**src/rtl/ternary_pkg.sv**
```systemverilog
// Shared definitions for the ternary word sequencer: trit encodings, op codes
// and the sequencer FSM state type.
package ternary_pkg;

  localparam logic [1:0] T0   = 2'b00;
  localparam logic [1:0] T1   = 2'b01;
  localparam logic [1:0] T2   = 2'b10;
  localparam logic [1:0] TBAD = 2'b11;

  typedef enum logic [1:0] {
    OP_MIN  = 2'b00,
    OP_MAX  = 2'b01,
    OP_ANY  = 2'b10,
    OP_CONS = 2'b11
  } op_e;

  typedef enum logic [1:0] {
    ST_IDLE = 2'b00,
    ST_RUN  = 2'b01,
    ST_DONE = 2'b10
  } state_e;

  function automatic logic trit_bad(input logic [1:0] t);
    return t == TBAD;
  endfunction

endpackage

```
**src/rtl/ternary_word_sequencer_if.sv**
```systemverilog
// Host-facing request/result bus of the ternary word sequencer.
// A request transfers on a rising edge with in_valid && in_ready; a result
// transfers on a rising edge with out_valid && out_ready. Valid, once raised,
// holds with stable payload until the transfer edge.
interface ternary_word_sequencer_if #(
  parameter int NTRITS = 8
);
  logic                  in_valid;
  logic                  in_ready;
  logic [1:0]            op;
  logic [2*NTRITS-1:0]   a;
  logic [2*NTRITS-1:0]   b;
  logic                  out_valid;
  logic                  out_ready;
  logic [2*NTRITS-1:0]   result;
  logic                  err;
  logic                  busy;

  modport master (
    output in_valid, op, a, b, out_ready,
    input  in_ready, out_valid, result, err, busy
  );

  modport slave (
    input  in_valid, op, a, b, out_ready,
    output in_ready, out_valid, result, err, busy
  );
endinterface

```
**src/rtl/ternary_op_unit.sv**
```systemverilog
// Single-trit ternary operation unit: the four gate modules plus an op mux.
// Any illegal input trit forces a 00 output and raises bad.
module ternary_min (
  input  logic [1:0] a,
  input  logic [1:0] b,
  output logic [1:0] y
);
  assign y = (a < b) ? a : b;
endmodule

module ternary_max (
  input  logic [1:0] a,
  input  logic [1:0] b,
  output logic [1:0] y
);
  assign y = (a > b) ? a : b;
endmodule

module ternary_any (
  input  logic [1:0] a,
  input  logic [1:0] b,
  output logic [1:0] y
);
  import ternary_pkg::*;
  logic [1:0] lo;
  logic [1:0] hi;
  assign lo = (a < b) ? a : b;
  assign hi = (a < b) ? b : a;
  // Commutative, so only the ordered pair matters.
  always_comb begin
    y = T0;
    case ({lo, hi})
      {T0, T0}: y = T0;
      {T0, T1}: y = T0;
      {T0, T2}: y = T1;
      {T1, T1}: y = T1;
      {T1, T2}: y = T2;
      {T2, T2}: y = T2;
      default:  y = T0;
    endcase
  end
endmodule

module ternary_consensus (
  input  logic [1:0] a,
  input  logic [1:0] b,
  output logic [1:0] y
);
  import ternary_pkg::*;
  assign y = (a == b) ? a : T1;
endmodule

module ternary_op_unit (
  input  logic [1:0] a,
  input  logic [1:0] b,
  input  logic [1:0] op,
  output logic [1:0] y,
  output logic       bad
);
  import ternary_pkg::*;

  logic [1:0] y_min;
  logic [1:0] y_max;
  logic [1:0] y_any;
  logic [1:0] y_cons;

  ternary_min       u_min  (.a(a), .b(b), .y(y_min));
  ternary_max       u_max  (.a(a), .b(b), .y(y_max));
  ternary_any       u_any  (.a(a), .b(b), .y(y_any));
  ternary_consensus u_cons (.a(a), .b(b), .y(y_cons));

  always_comb begin
    bad = trit_bad(a) || trit_bad(b);
    case (op_e'(op))
      OP_MIN:  y = y_min;
      OP_MAX:  y = y_max;
      OP_ANY:  y = y_any;
      OP_CONS: y = y_cons;
      default: y = T0;
    endcase
    if (bad) y = T0;
  end
endmodule

```
**src/rtl/ternary_word_sequencer.sv**
```systemverilog
// Word-level ternary sequencer: latches one request, walks its trit pairs
// through a shared op unit one per cycle, then presents the result word.
module ternary_word_sequencer #(
  parameter int NTRITS = 8
) (
  input  logic                     clk,
  input  logic                     rst_n,
  ternary_word_sequencer_if.slave  bus,
  output ternary_pkg::state_e      dbg_state
);
  import ternary_pkg::*;

  localparam int IDXW = $clog2(NTRITS);
  localparam logic [IDXW-1:0] LAST_IDX = IDXW'(NTRITS - 1);

  state_e              state_q, state_d;
  logic [1:0]          op_q, op_d;
  logic [2*NTRITS-1:0] a_q, a_d;
  logic [2*NTRITS-1:0] b_q, b_d;
  logic [2*NTRITS-1:0] result_q, result_d;
  logic                err_q, err_d;
  logic [IDXW-1:0]     idx_q, idx_d;

  logic                accept;
  logic [1:0]          unit_y;
  logic                unit_bad;
  logic [1:0]          trit_a;
  logic [1:0]          trit_b;

  assign accept = bus.in_valid && (state_q == ST_IDLE);
  assign trit_a = a_q[{idx_q, 1'b0} +: 2];
  assign trit_b = b_q[{idx_q, 1'b0} +: 2];

  ternary_op_unit u_op (
    .a   (trit_a),
    .b   (trit_b),
    .op  (op_q),
    .y   (unit_y),
    .bad (unit_bad)
  );

  // State register
  always_ff @(posedge clk) begin
    if (!rst_n) state_q <= ST_IDLE;
    else        state_q <= state_d;
  end

  // Next-state logic
  always_comb begin
    state_d = state_q;
    case (state_q)
      ST_IDLE: if (accept) state_d = ST_RUN;
      ST_RUN:  if (idx_q == LAST_IDX) state_d = ST_DONE;
      ST_DONE: if (bus.out_ready) state_d = ST_IDLE;
      default: state_d = ST_IDLE;
    endcase
  end

  // Output logic
  always_comb begin
    bus.in_ready  = (state_q == ST_IDLE);
    bus.out_valid = (state_q == ST_DONE);
    bus.busy      = (state_q != ST_IDLE);
    bus.result    = result_q;
    bus.err       = err_q;
    dbg_state     = state_q;
  end

  // Datapath: operand latch, result accumulation, index counter
  always_comb begin
    op_d     = op_q;
    a_d      = a_q;
    b_d      = b_q;
    result_d = result_q;
    err_d    = err_q;
    idx_d    = idx_q;
    case (state_q)
      ST_IDLE: begin
        if (accept) begin
          op_d     = bus.op;
          a_d      = bus.a;
          b_d      = bus.b;
          result_d = '0;
          err_d    = 1'b0;
          idx_d    = '0;
        end
      end
      ST_RUN: begin
        result_d[{idx_q, 1'b0} +: 2] = unit_y;
        if (unit_bad) err_d = 1'b1;
        // Hold at the last index rather than wrapping.
        if (idx_q != LAST_IDX) idx_d = idx_q + 1'b1;
      end
      default: ;
    endcase
  end

  always_ff @(posedge clk) begin
    if (!rst_n) begin
      op_q     <= 2'b00;
      a_q      <= '0;
      b_q      <= '0;
      result_q <= '0;
      err_q    <= 1'b0;
      idx_q    <= '0;
    end else begin
      op_q     <= op_d;
      a_q      <= a_d;
      b_q      <= b_d;
      result_q <= result_d;
      err_q    <= err_d;
      idx_q    <= idx_d;
    end
  end

endmodule

```
**src/flat_wrapper.sv**
```systemverilog
// flat-port wrapper written by rule: the top's interface ports become plain ports
module ternary_word_sequencer_flat import ternary_pkg::*;
#(
  parameter int NTRITS = 8
)
  (clk, rst_n, dbg_state, bus_in_valid, bus_op, bus_a, bus_b, bus_out_ready, bus_in_ready, bus_out_valid, bus_result, bus_err, bus_busy);
  ternary_word_sequencer_if #(.NTRITS(NTRITS)) bus_i ();
  input  logic clk;
  input  logic rst_n;
  output ternary_pkg::state_e dbg_state;
  input wire logic [$bits(bus_i.in_valid)-1:0] bus_in_valid;
  input wire logic [$bits(bus_i.op)-1:0] bus_op;
  input wire logic [$bits(bus_i.a)-1:0] bus_a;
  input wire logic [$bits(bus_i.b)-1:0] bus_b;
  input wire logic [$bits(bus_i.out_ready)-1:0] bus_out_ready;
  output wire logic [$bits(bus_i.in_ready)-1:0] bus_in_ready;
  output wire logic [$bits(bus_i.out_valid)-1:0] bus_out_valid;
  output wire logic [$bits(bus_i.result)-1:0] bus_result;
  output wire logic [$bits(bus_i.err)-1:0] bus_err;
  output wire logic [$bits(bus_i.busy)-1:0] bus_busy;
  assign bus_i.in_valid = bus_in_valid;
  assign bus_i.op = bus_op;
  assign bus_i.a = bus_a;
  assign bus_i.b = bus_b;
  assign bus_i.out_ready = bus_out_ready;
  assign bus_in_ready = bus_i.in_ready;
  assign bus_out_valid = bus_i.out_valid;
  assign bus_result = bus_i.result;
  assign bus_err = bus_i.err;
  assign bus_busy = bus_i.busy;
  ternary_word_sequencer #(.NTRITS(NTRITS)) u_core (.clk(clk), .rst_n(rst_n), .bus(bus_i), .dbg_state(dbg_state));
endmodule
```
**config.mk**
```make
export PLATFORM = sky130hd
export DESIGN_NAME = ternary_word_sequencer_flat
export DESIGN_NICKNAME = d
export VERILOG_FILES = /design/src/rtl/ternary_pkg.sv /design/src/rtl/ternary_word_sequencer_if.sv /design/src/rtl/ternary_op_unit.sv /design/src/rtl/ternary_word_sequencer.sv /design/src/flat_wrapper.sv
export SDC_FILE = /design/constraint.sdc
export NUM_CORES = 1
export LEC_CHECK = 0
export CAP_MARGIN = 15
export CORE_AREA = 10 10 147 95
export DETAILED_ROUTE_END_ITERATION = 12
export DIE_AREA = 0 0 157 105
export GPL_TIMING_DRIVEN = 0
export PLACE_DENSITY = 0.42
export SYNTH_ARGS = -nofsm -noshare
export SYNTH_HDL_FRONTEND = slang
export SYNTH_SLANG_ARGS = --single-unit
```
**constraint.sdc**
```tcl
create_clock -name clk -period 3.05 [get_ports clk]
set_input_delay 0.7625 -clock clk [delete_from_list [all_inputs] [get_ports clk]]
set_output_delay 0.7625 -clock clk [all_outputs]
set_load 0.05 [all_outputs]
```
### Word-level counts from Yosys, hierarchy flattened

Cells that the tools add are included.

| word-level totals | value |
|---|---|
| register bits | 56 |
| latch bits | 0 |
| bits in writable memories | 0 |
| bits in read-only memories | 0 |
| input bits | 38 |
| word-level logic and storage cells | 67 |
| memories kept | 0 |

| cells by class | value |
|---|---|
| $add $sub $neg | 2 |
| multipliers | 0 |
| divide/modulo/power cells | 0 |
| $lt $le $gt $ge | 2 |
| equal/unequal tests | 19 |
| shift operators | 4 |
| mux-type cells | 20 |
| bitwise logic cells | 0 |
| reduce and logical (&&, ||, !) cells | 13 |

Operators by type and width:

| kind | count |
|---|---|
| case mux 16 bit (2 select lines) | 1 |
| variable part select 16 x 5 -> 2 bit | 2 |
| bitwise mux 16 bit | 1 |
| two-way mux 16 bit | 1 |
| two-way mux 2 bit | 8 |
| variable shift 2 x 6 -> 16 bit, first input constant | 1 |
| variable part select 2 x 6 -> 16 bit | 1 |
| == test 2 bit, second input constant | 5 |
| AND reduction 3 bit | 3 |
| == test 4 x 3 -> 1 bit, second input constant | 2 |
| case mux 2 bit (4 select lines) | 1 |
| two-way mux 3 bit | 2 |
| != test 2 x 1 -> 1 bit, second input constant | 3 |
| negator 4 -> 6 bit | 1 |
| case mux 2 bit (3 select lines) | 1 |
| case mux 3 bit (2 select lines) | 1 |
| == test 2 x 1 -> 1 bit, second input constant | 2 |
| == test 4 x 2 -> 1 bit, second input constant | 1 |
| == test 4 bit, second input constant | 1 |
| logical NOT 2 bit | 2 |
| != test 2 bit, second input constant | 2 |
| case mux 2 bit (2 select lines) | 1 |
| AND reduction 2 bit | 2 |
| nonzero test 2 bit | 2 |
| 11 further kinds | 13 |

### Longest topological paths before layout

Gate-level depths: netlist of run 1.

| logic depth | value |
|---|---|
| word-level depth | 11 |
| gate-level depth with buffers | 13 |
| mapped depth without buffers | 11 |

### Hierarchy

From an unflattened synthesis of run 1, not the netlist that was laid out.

| second synthesis, totals | value |
|---|---|
| cells, all modules | 319 |
| area, all modules | 2866.5 sq um |

By module, submodules not included:

| module | instances | cells each | area an instance (sq um) |
|---|---|---|---|
| ternary_word_sequencer | 1 | 279 | 2542.4 |
| ternary_any | 1 | 14 | 97.6 |
| ternary_max | 1 | 11 | 77.6 |
| ternary_op_unit | 1 | 6 | 76.3 |
| ternary_min | 1 | 5 | 41.3 |
| ternary_consensus | 1 | 4 | 31.3 |

### Worst setup path before layout of run 1

Ideal clock, no wire load.

| timing path | value |
|---|---|
| path kind | flip-flop to flip-flop |
| from | reg u_core.idx_q[0] |
| to | reg u_core.result_q[11] (netlist: u_core.bus.result[11]) |
| library setup time | 0.148 ns |
| data arrival time | 2.755 ns |
| slack | 0.147 ns |
| stages on the path, launching flop included | 12 |
| buffers on the path | 2 |
| period minus slack after synthesis | 2.903 ns |
| cells stage by stage | dfxtp_1 > buf_6 > clkbuf_1 > mux4_2 > nand2_1 > nand2_1 > inv_1 > ha_1 > o21bai_1 > o311ai_0 > a31oi_1 > o31ai_1 |

| on the way | value |
|---|---|
| word-level cells in the longest chain between the ends | 11 |

RTL lines:

| item | RTL line | source |
|---|---|---|
| start, declared | ternary_word_sequencer.sv:22 | `logic [IDXW-1:0] idx_q, idx_d;` |
| start signal, assigned | ternary_word_sequencer.sv:112 | `idx_q <= idx_d;` |
| variable part select 16 x 5 -> 2 bit, on equally long branches | ternary_word_sequencer.sv:31, ternary_word_sequencer.sv:32 |  |
| less-than comparator 2 bit | ternary_op_unit.sv:8, ternary_op_unit.sv:27, ternary_op_unit.sv:28 |  |
| two-way mux 2 bit, on equally long branches | ternary_op_unit.sv:28, ternary_op_unit.sv:8, ternary_op_unit.sv:27 |  |
| == test 4 x 3 -> 1 bit, or another cell as far along | ternary_op_unit.sv:32 | `case ({lo, hi})` |
| OR reduction 2 bit (no line) | n/a |  |
| case mux 2 bit (2 select lines) | ternary_op_unit.sv:32 |  |
| case mux 2 bit (4 select lines) | ternary_op_unit.sv:74 | `case (op_e'(op))` |
| two-way mux 2 bit | ternary_op_unit.sv:81 | `if (bad) y = T0;` |
| variable part select 2 x 6 -> 16 bit | ternary_word_sequencer.sv:89 | `result_d[{idx_q, 1'b0} +: 2] = unit_y;` |
| bitwise mux 16 bit * | ternary_word_sequencer.sv:89 |  |
| case mux 16 bit (2 select lines) * | ternary_word_sequencer.sv:77 | `case (state_q)` |
| end signal, assigned | ternary_word_sequencer.sv:110 | `result_q <= result_d;` |
| end, declared | ternary_word_sequencer.sv:20 | `logic [2*NTRITS-1:0] result_q, result_d;` |

Every way passes the cells marked *; elsewhere a longest branch is shown, timed or not.
A chain may end at the register's enable or synchronous reset.

### Worst setup path in the final report of run 1

| timing path | value |
|---|---|
| from | reg u_core.idx_q[0] |
| to | reg u_core.result_q[14] (netlist: u_core.bus.result[14]) |

Same word-level chain as after synthesis.

==> results of run 1 <==
## path summary, 6_finish.rpt
check,from,endpoint,cells after the start
setup / recovery,u_core.idx_q[0]$_SDFFE_PN0P_,u_core.bus.result[14]$_SDFFE_PN0P_,11
hold / removal,u_core.bus.result[3]$_SDFFE_PN0P_,u_core.bus.result[3]$_SDFFE_PN0P_,2
hold reg to reg,u_core.bus.result[3]$_SDFFE_PN0P_,u_core.bus.result[3]$_SDFFE_PN0P_,2
setup reg to reg,u_core.idx_q[0]$_SDFFE_PN0P_,u_core.bus.result[14]$_SDFFE_PN0P_,11
## power by group
group / internal [mW] / total [mW] / switching (mW)
registers: 0.762 / 0.779 / 0.0172
clock network: 0.300 / 0.558 / 0.259
logic: 0.151 / 0.361 / 0.210
## cell families after synthesis
family                     Yosys count  share of synthesized area [%]
adders and majority gates           11                           4.99
DFF                                 56                           40.7
AOI/OAI and AO/OA                   75                           20.0
muxes                               12                           8.58
and+or+nand+nor                    136                           21.2
buffers and inverters               31                           4.54
## flip-flops by register name (all words and copies together), names as in the netlist
signal	cells
u_core.b_q	16
u_core.op_q	2
u_core.bus.result	16
u_core.idx_q	3
u_core.dbg_state	2
u_core.bus.err	1
u_core.a_q	16
## routing by layer
layer,GRT usage [%],vias up
li1,-,1244
met1,14.6,1109
met2,14.2,55
met3,3.11,6
met4,2.62,0
met5,0,-
## final cells by class
type	instances	share of cell area, %
Sequential cell	56	30.1
Clock inverter	1	0.134
Tap cell	144	4.82
Inverter	12	1.20
Clock buffer	6	3.44
Timing Repair Buffer	59	15.7
Multi-Input combinational cell	234	42.1
Buffer	19	2.58
## cells in the final DEF, fill, tap and decap left out, types with 4 or more instances in the layout
cell	instances
sky130_fd_sc_hd__nand2_1	97
sky130_fd_sc_hd__clkdlybuf4s50_1	58
sky130_fd_sc_hd__dfxtp_1	54
sky130_fd_sc_hd__a21boi_0	34
sky130_fd_sc_hd__o31ai_1	17
sky130_fd_sc_hd__clkbuf_1	16
sky130_fd_sc_hd__ha_1	11
sky130_fd_sc_hd__inv_1	10
sky130_fd_sc_hd__a21oi_1	9
sky130_fd_sc_hd__nor2_1	7
sky130_fd_sc_hd__nor2b_1	7
sky130_fd_sc_hd__nand3_1	6
sky130_fd_sc_hd__clkbuf_16	5
sky130_fd_sc_hd__mux4_1	4
## worst max-delay path: stages (launching register included)
cell                       delay (ns)
sky130_fd_sc_hd__dfxtp_2         0.35
sky130_fd_sc_hd__buf_6           0.14
sky130_fd_sc_hd__mux4_1          0.60
sky130_fd_sc_hd__mux2_2          0.37
sky130_fd_sc_hd__inv_1           0.13
sky130_fd_sc_hd__ha_1            0.21
sky130_fd_sc_hd__o21bai_4        0.11
sky130_fd_sc_hd__nand2_1         0.10
sky130_fd_sc_hd__mux2i_1         0.18
sky130_fd_sc_hd__nand3b_1        0.14
sky130_fd_sc_hd__a21oi_4         0.31
sky130_fd_sc_hd__o31ai_1         0.12
## timing repair
action,CTS,global route
setup endpoints to repair,16,16
resized for setup,11,9
pin swaps,1,2
hold buffers,0,0
setup buffers,0,0
## per-stage QoR
step	cell area [sq um]	worst slack (ns)	TNS, ns	std cells	total power [mW]
after floorplan	2760	0.147	0	321	0.996
after global placement	3520	-0.723	-9.78	523	1.12
after detailed placement	3520	-0.697	-10.03	524	1.13
after CTS	3700	0.00496	0	531	1.71
after global routing	3740	0.00139	0	531	1.78
final	3740	0.143	0	531	1.70
==> key figures, run 1 <==
Placed design
  – DP Wirelength: 6640 um
  – Final Wtd Congestion: 0.777
  – Number of buffers added on ports: 58

Global routing
  – Pin count of the biggest net entering global routing: 16
  – Vias in the first global route: approximately 2,400
  – Total Routing Usage GR: ~10%
  – Antenna violations before repair: 0
  – Gr ovfl total: 0
  – Wire length of the first global-routing pass: 13,300 um

Timing
  – Slew Viols, Final: 0
  – Number of failing setup endpoints in the final timing report: 0
  – Worst-margin pin slew: between 0.9 and 1 ns
  – Post-Route Skew: 0.00707 ns
  – Max Fclk: 344 MHz
  – Max_slew headroom: 38.2%
  – Crit share post-route: 95.3%
  – Final worst path period need: 2.91 ns
  – RSZ-0062 raised after global routing: false
  – Worst slack on hold paths: 0.455 ns
  – Total count of hold-check failures in the final report: 0

Finish
  – Area occupied by multi-input gates: ~1600 sq um
  – Share of layout cells above drive strength 1: 7.24%
  – Synth-to-Final Area Change: 35.7%
  – N_diodes: 0
  – Register area: roughly 1100 sq um
  – Final-layout fill cell count: 1,159
  – Number of nets in the finished design: 436
  – Final Core Density: between 30 and 40%

Flow run
  – Max_cap viols: 0

Clock network
  – Clock root buffer: sky130_fd_sc_hd__clkbuf_16
  – Depth of the CTS H-tree: 2
  – Clock Path Buffers: 2
  – Clock Sink Count: 56
  – Num CTS Buffers: 5
  – Latest clock arrival within the worst-skew pair: 0.30 ns
  – CTS tree: built
  – Post-CTS clock slew at the launch and capture registers of the worst setup and hold paths: 0.06 ns

Floorplanning
  – Initial Util: 24.7%
  – Die Span X: 157 um
  – I/O pin cnt: 60
  – Die extent in y: 105 um
  – Row cnt: 30
  – Die ar.: around 16,000 sq um
  – Core region area: 11,100 sq um

Drt
  – DR top layer: met4
  – Drt via density: 4.55
  – Count of vias placed by the detailed router: 2,414
  – Detail-routed net length per standard cell: 16.0 um
  – TritonRoute pass-1 iters: 4
  – Met1 wire length: 4520 um
  – Metal3 WL: 513 um
  – Routed met2 length: 3390 um
  – Routed WL: about 8500 um
  – Iteration-0 DRC Markers: roughly 120
  – Post-route ant nets: 0
  – DRC Markers: 0

Power and ir drop
  – Worst voltage drop across the vdd grid: 0.000207 V
  – Static leakage: between 1 and 1.5 nW
  – P per Cell Area: 454 nW/um^2

Worst setup path
  – CP Max Fanout: 8
  – Reg2Reg Setup Slack: around 0.14 ns
  – Crit path kind: reg2reg
  – Type of destination of the critical path: flop
  – Worst Setup Start Kind: flop
  – Arr. time, crit path: 3.07 ns
  – Data required time of the critical path: 3.22 ns

Yosys
  – Share of Yosys cell area claimed by the top area cell type: 40.7%
  – Yosys warning total: 0
  – Syn Area/Cell: 8.59 sq um
  – Number of instances in the synthesized netlist: between 300 and 400
  – Total nets after synthesis: 370
  – Synthesized cell area: roughly 2800 sq um
  – Most frequent cell after synthesis: sky130_fd_sc_hd__nand2_1
  – Dominant cell type by area after synthesis: sky130_fd_sc_hd__dfxtp_1
  – Synth top area cells: sky130_fd_sc_hd__dfxtp_1, sky130_fd_sc_hd__nand2_1, sky130_fd_sc_hd__a21boi_0
  – Sequential area share after synthesis: between 40 and 50%
  – Number of enable-type register cells in the synthesized netlist: 0
  – Number of distinct library cell variants in the gate-level netlist after synthesis: 42
  – Share of flip-flops with an asynchronous set or reset: 0%
  – Register bit count reported by yosys: 56
  – Top_reg_cell synth: sky130_fd_sc_hd__dfxtp_1
  – Top cell types by occurrence after synthesis: sky130_fd_sc_hd__nand2_1, sky130_fd_sc_hd__dfxtp_1, sky130_fd_sc_hd__a21boi_0

Hold path
  – Hold Crit Class: reg2reg

Outcome
  – Result of the run: finished, final reports clean
No activity file was read; power rests on OpenSTA's default activity.
==> run 2, diff against run 1 <==
--- a/config.mk
+++ b/config.mk
@@ -6,9 +6,9 @@
 export NUM_CORES = 1
 export LEC_CHECK = 0
 export CAP_MARGIN = 15
-export CORE_AREA = 10 10 147 95
+export CORE_AREA = 2 2 139 87
 export DETAILED_ROUTE_END_ITERATION = 12
-export DIE_AREA = 0 0 157 105
+export DIE_AREA = 0 0 141 89
 export GPL_TIMING_DRIVEN = 0
 export PLACE_DENSITY = 0.42
 export SYNTH_ARGS = -nofsm -noshare
==> key figures, run 2 (synthesis results as in run 1) <==
Worst setup path
  – Slowest stage delay, CP: 0.53 ns (was 0.60 ns)
  – Worst flop-to-flop path startpoint: u_core.idx_q[1]$_SDFFE_PN0P_ (was u_core.idx_q[0]$_SDFFE_PN0P_)
  – Slowest stage cell, crit path: sky130_fd_sc_hd__mux4_2 (was sky130_fd_sc_hd__mux4_1)
  – Crit path kind: reg2reg (unchanged)
  – Type of destination of the critical path: flop (unchanged)
  – Worst Setup Start Kind: flop (unchanged)
  – Sequence of cells on the critical path: buf_6 -> mux4_2 -> o211a_4 -> inv_1 -> ha_4 -> o21bai_4 -> nand2_1 -> mux2i_1 -> nand3b_1 -> a21oi_4 -> o31ai_1 (was buf_6 -> mux4_1 -> mux2_2 -> inv_1 -> ha_1 -> o21bai_4 -> nand2_1 -> mux2i_1 -> nand3b_1 -> a21oi_4 -> o31ai_1)
  – Worst Reg2Reg Path Length in Cells: 11 (unchanged)
  – CP Max Fanout: 10 (was 8)
  – Reg2Reg Setup Slack: 0.13 ns (was 0.14 ns)
  – Data required time of the critical path: 3.21 ns (was 3.22 ns)
  – Reg2Reg Capture Point: u_core.bus.result[0]$_SDFFE_PN0P_ (was u_core.bus.result[14]$_SDFFE_PN0P_)
  – Arr. time, crit path: 3.08 ns (was 3.07 ns)

Timing
  – Final worst path period need: 2.92 ns (was 2.91 ns)
  – Total count of hold-check failures in the final report: 0 (unchanged)
  – Max Fclk: 343 MHz (was 344 MHz)
  – Worst-margin pin slew: 0.921 ns (was 0.926 ns)
  – Max_slew headroom: 38.4% (was 38.2%)
  – Worst slack on hold paths: 0.459 ns (was 0.455 ns)
  – Number of failing setup endpoints in the final timing report: 0 (unchanged)
  – Slew Viols, Final: 0 (unchanged)
  – RSZ-0062 raised after global routing: false (unchanged)
  – Post-Route Skew: 0.00575 ns (was 0.00707 ns)
  – Crit share post-route: 95.7% (was 95.3%)

Placed design
  – Number of buffers added on ports: 58 (unchanged)
  – Placed inst area: 3520 sq um (unchanged)
  – DP Wirelength: 6120 um (was 6640 um)
  – Final Wtd Congestion: 0.806 (was 0.777)

Finish
  – Commonest non-fill, non-tap cell in the layout: sky130_fd_sc_hd__nand2_1 (unchanged)
  – Post-Layout Inst Area: 3810 sq um (was 3740 sq um)
  – Share of layout cells above drive strength 1: 8.21% (was 7.24%)
  – Leading cell types in the layout, fill and taps excluded: sky130_fd_sc_hd__nand2_1, sky130_fd_sc_hd__clkdlybuf4s50_1, sky130_fd_sc_hd__dfxtp_1 (unchanged)
  – Synth-to-Final Area Change: 38.1% (was 35.7%)
  – N_diodes: 0 (unchanged)
  – Number of nets in the finished design: 438 (was 436)

Power and ir drop
  – Net load switching power: 0.501 mW (was 0.486 mW)
  – Worst voltage drop across the vdd grid: 0.000215 V (was 0.000207 V)
  – P per Cell Area: 482 nW/um^2 (was 454 nW/um^2)
  – Power Internal: 1.33 mW (was 1.21 mW)
  – Share of total power in the clock network: 37.3% (was 32.9%)
  – Combinational cell fraction of total power: 20.2% (was 21.3%)
  – Static leakage: 1.39 nW (was 1.35 nW)
  – Part of the total power dissipated in sequential elements: 42.4% (was 45.9%)
  – Total power draw: 1.84 mW (was 1.70 mW)
  – Switching part of the total: 27.3% (was 28.6%)

Clock network
  – Depth of the CTS H-tree: 2 (unchanged)
  – Clock Sink Count: 56 (unchanged)
  – Latest clock arrival within the worst-skew pair: 0.30 ns (about the same)
  – Num CTS Buffers: 5 (unchanged)
  – Clock Path Buffers: 2 (unchanged)
  – Clock root buffer: sky130_fd_sc_hd__clkbuf_16 (unchanged)
  – CTS tree: built (unchanged)
  – # hold bufs at CTS: 0 (unchanged)
  – Post-CTS clock slew at the launch and capture registers of the worst setup and hold paths: 0.07 ns (was 0.06 ns)

Global routing
  – Gr ovfl total: 0 (unchanged)
  – Wire length of the first global-routing pass: 12,200 um (was 13,300 um)
  – Total Routing Usage GR: 12.8% (was 10.2%)
  – Antenna violations before repair: 0 (unchanged)
  – Vias in the first global route: 2,244 (was 2,414)
  – Pin count of the biggest net entering global routing: 18 (was 16)

Drt
  – Iteration-0 DRC Markers: 122 (was 119)
  – Detail-routed net length per standard cell: 15.0 um (was 16.0 um)
  – Count of vias placed by the detailed router: 2,434 (was 2,414)
  – Drt via density: 4.56 (was 4.55)
  – Post-route ant nets: 0 (unchanged)
  – TritonRoute pass-1 iters: 4 (unchanged)
  – Routed WL: 8030 um (was 8500 um)
  – DRC Markers: 0 (unchanged)

Floorplanning
  – Initial Util: 24.7% (unchanged)
  – I/O pin cnt: 60 (unchanged)
  – Die extent in y: 89 um (was 105 um)
  – Die ar.: 12,500 sq um (was 16,500 sq um)
  – Row cnt: 30 (unchanged)
  – Die Span X: 141 um (was 157 um)
  – Core region area: 11,100 sq um (unchanged)

Outcome
  – Result of the run: finished, final reports clean (unchanged)

Hold path
  – Hold Path Depth: 2 (unchanged)
  – Hold Crit Class: reg2reg (unchanged)
  – Critical hold path startpoint: u_core.bus.result[12]$_SDFFE_PN0P_ (was u_core.bus.result[3]$_SDFFE_PN0P_)
  – End point of the most critical hold path: u_core.bus.result[12]$_SDFFE_PN0P_ (was u_core.bus.result[3]$_SDFFE_PN0P_)

Flow run
  – Max_cap viols: 0 (unchanged)
==> run 2: repair_timing <==
item,4_1_cts,5_1_grt
pin swaps,2,2
cloned,0,0
buffers inserted,1,1
endpoints found under the setup margin,16,16
gates resized for setup,10,10
==> run 2: final cells by class <==
cell class,count,area [sq um]
timing repair buffer,61,601
clock buffer,6,139
tap,144,180
clock inverter,2,38.8
buffer,19,96.3
fill,1164,7340
multi-input combinational,234,1580
sequential,56,1130
inverter,12,45.0
==> run 2: power groups by stage <==
stage / clock network [mW] / registers, mW / logic (mW)
2_1_floorplan: 0 / 0.800 / 0.196
3_3_place_gp: 0 / 0.796 / 0.328
3_5_place_dp: 0 / 0.797 / 0.331
4_1_cts: 0.698 / 0.780 / 0.353
5_1_grt: 0.736 / 0.782 / 0.404
6_report: 0.686 / 0.779 / 0.371
==> run 2: per-stage QoR <==
step	TNS, ns	utilization (%)	std cells	setup slack (ns)
after floorplan	0	-	321	0.147
after global placement	-10.43	31.6	523	-0.752
after detailed placement	-10.39	31.6	524	-0.741
after CTS	0	33.7	533	0.00491
after global routing	0	34.2	534	0.0158
final	0	34.2	534	0.132
==> run 2: how the worst max path moves through the flow <==
stage,slack [ns],cells past startpoint,startpoint,endpoint
2_1_floorplan,0.15,11,u_core.idx_q[0]$_SDFFE_PN0P_,u_core.bus.result[11]$_SDFFE_PN0P_
3_3_place_gp,-0.75,11,u_core.idx_q[0]$_SDFFE_PN0P_,u_core.bus.result[7]$_SDFFE_PN0P_
3_5_place_dp,-0.74,11,u_core.idx_q[0]$_SDFFE_PN0P_,u_core.bus.result[13]$_SDFFE_PN0P_
4_1_cts,0.005,10,u_core.idx_q[0]$_SDFFE_PN0P_,u_core.bus.result[9]$_SDFFE_PN0P_
5_1_grt,0.02,11,u_core.idx_q[0]$_SDFFE_PN0P_,u_core.bus.result[4]$_SDFFE_PN0P_
6_report,0.13,11,u_core.idx_q[1]$_SDFFE_PN0P_,u_core.bus.result[0]$_SDFFE_PN0P_
==> run 2: per-layer routing <==
metal | up-vias | routed length (um) | GRT usage (%)
met1 | 1141 | 4620 | 20.2
met2 | 45 | 3000 | 16.8
met3 | 5 | 358 | 3.43
met4 | 0 | 52 | 2.73
li1 | 1243 | - | -
met5 | - | 0 | 0
==> run 2: critical path, delay by kind of cell, from the launching register on <==
kind,cells,cell delay [ns]
simple gates,2,0.23
buf+inv,2,0.30
flops,1,0.40
mux,2,0.68
compound gates,4,0.94
fa+ha+maj,1,0.23
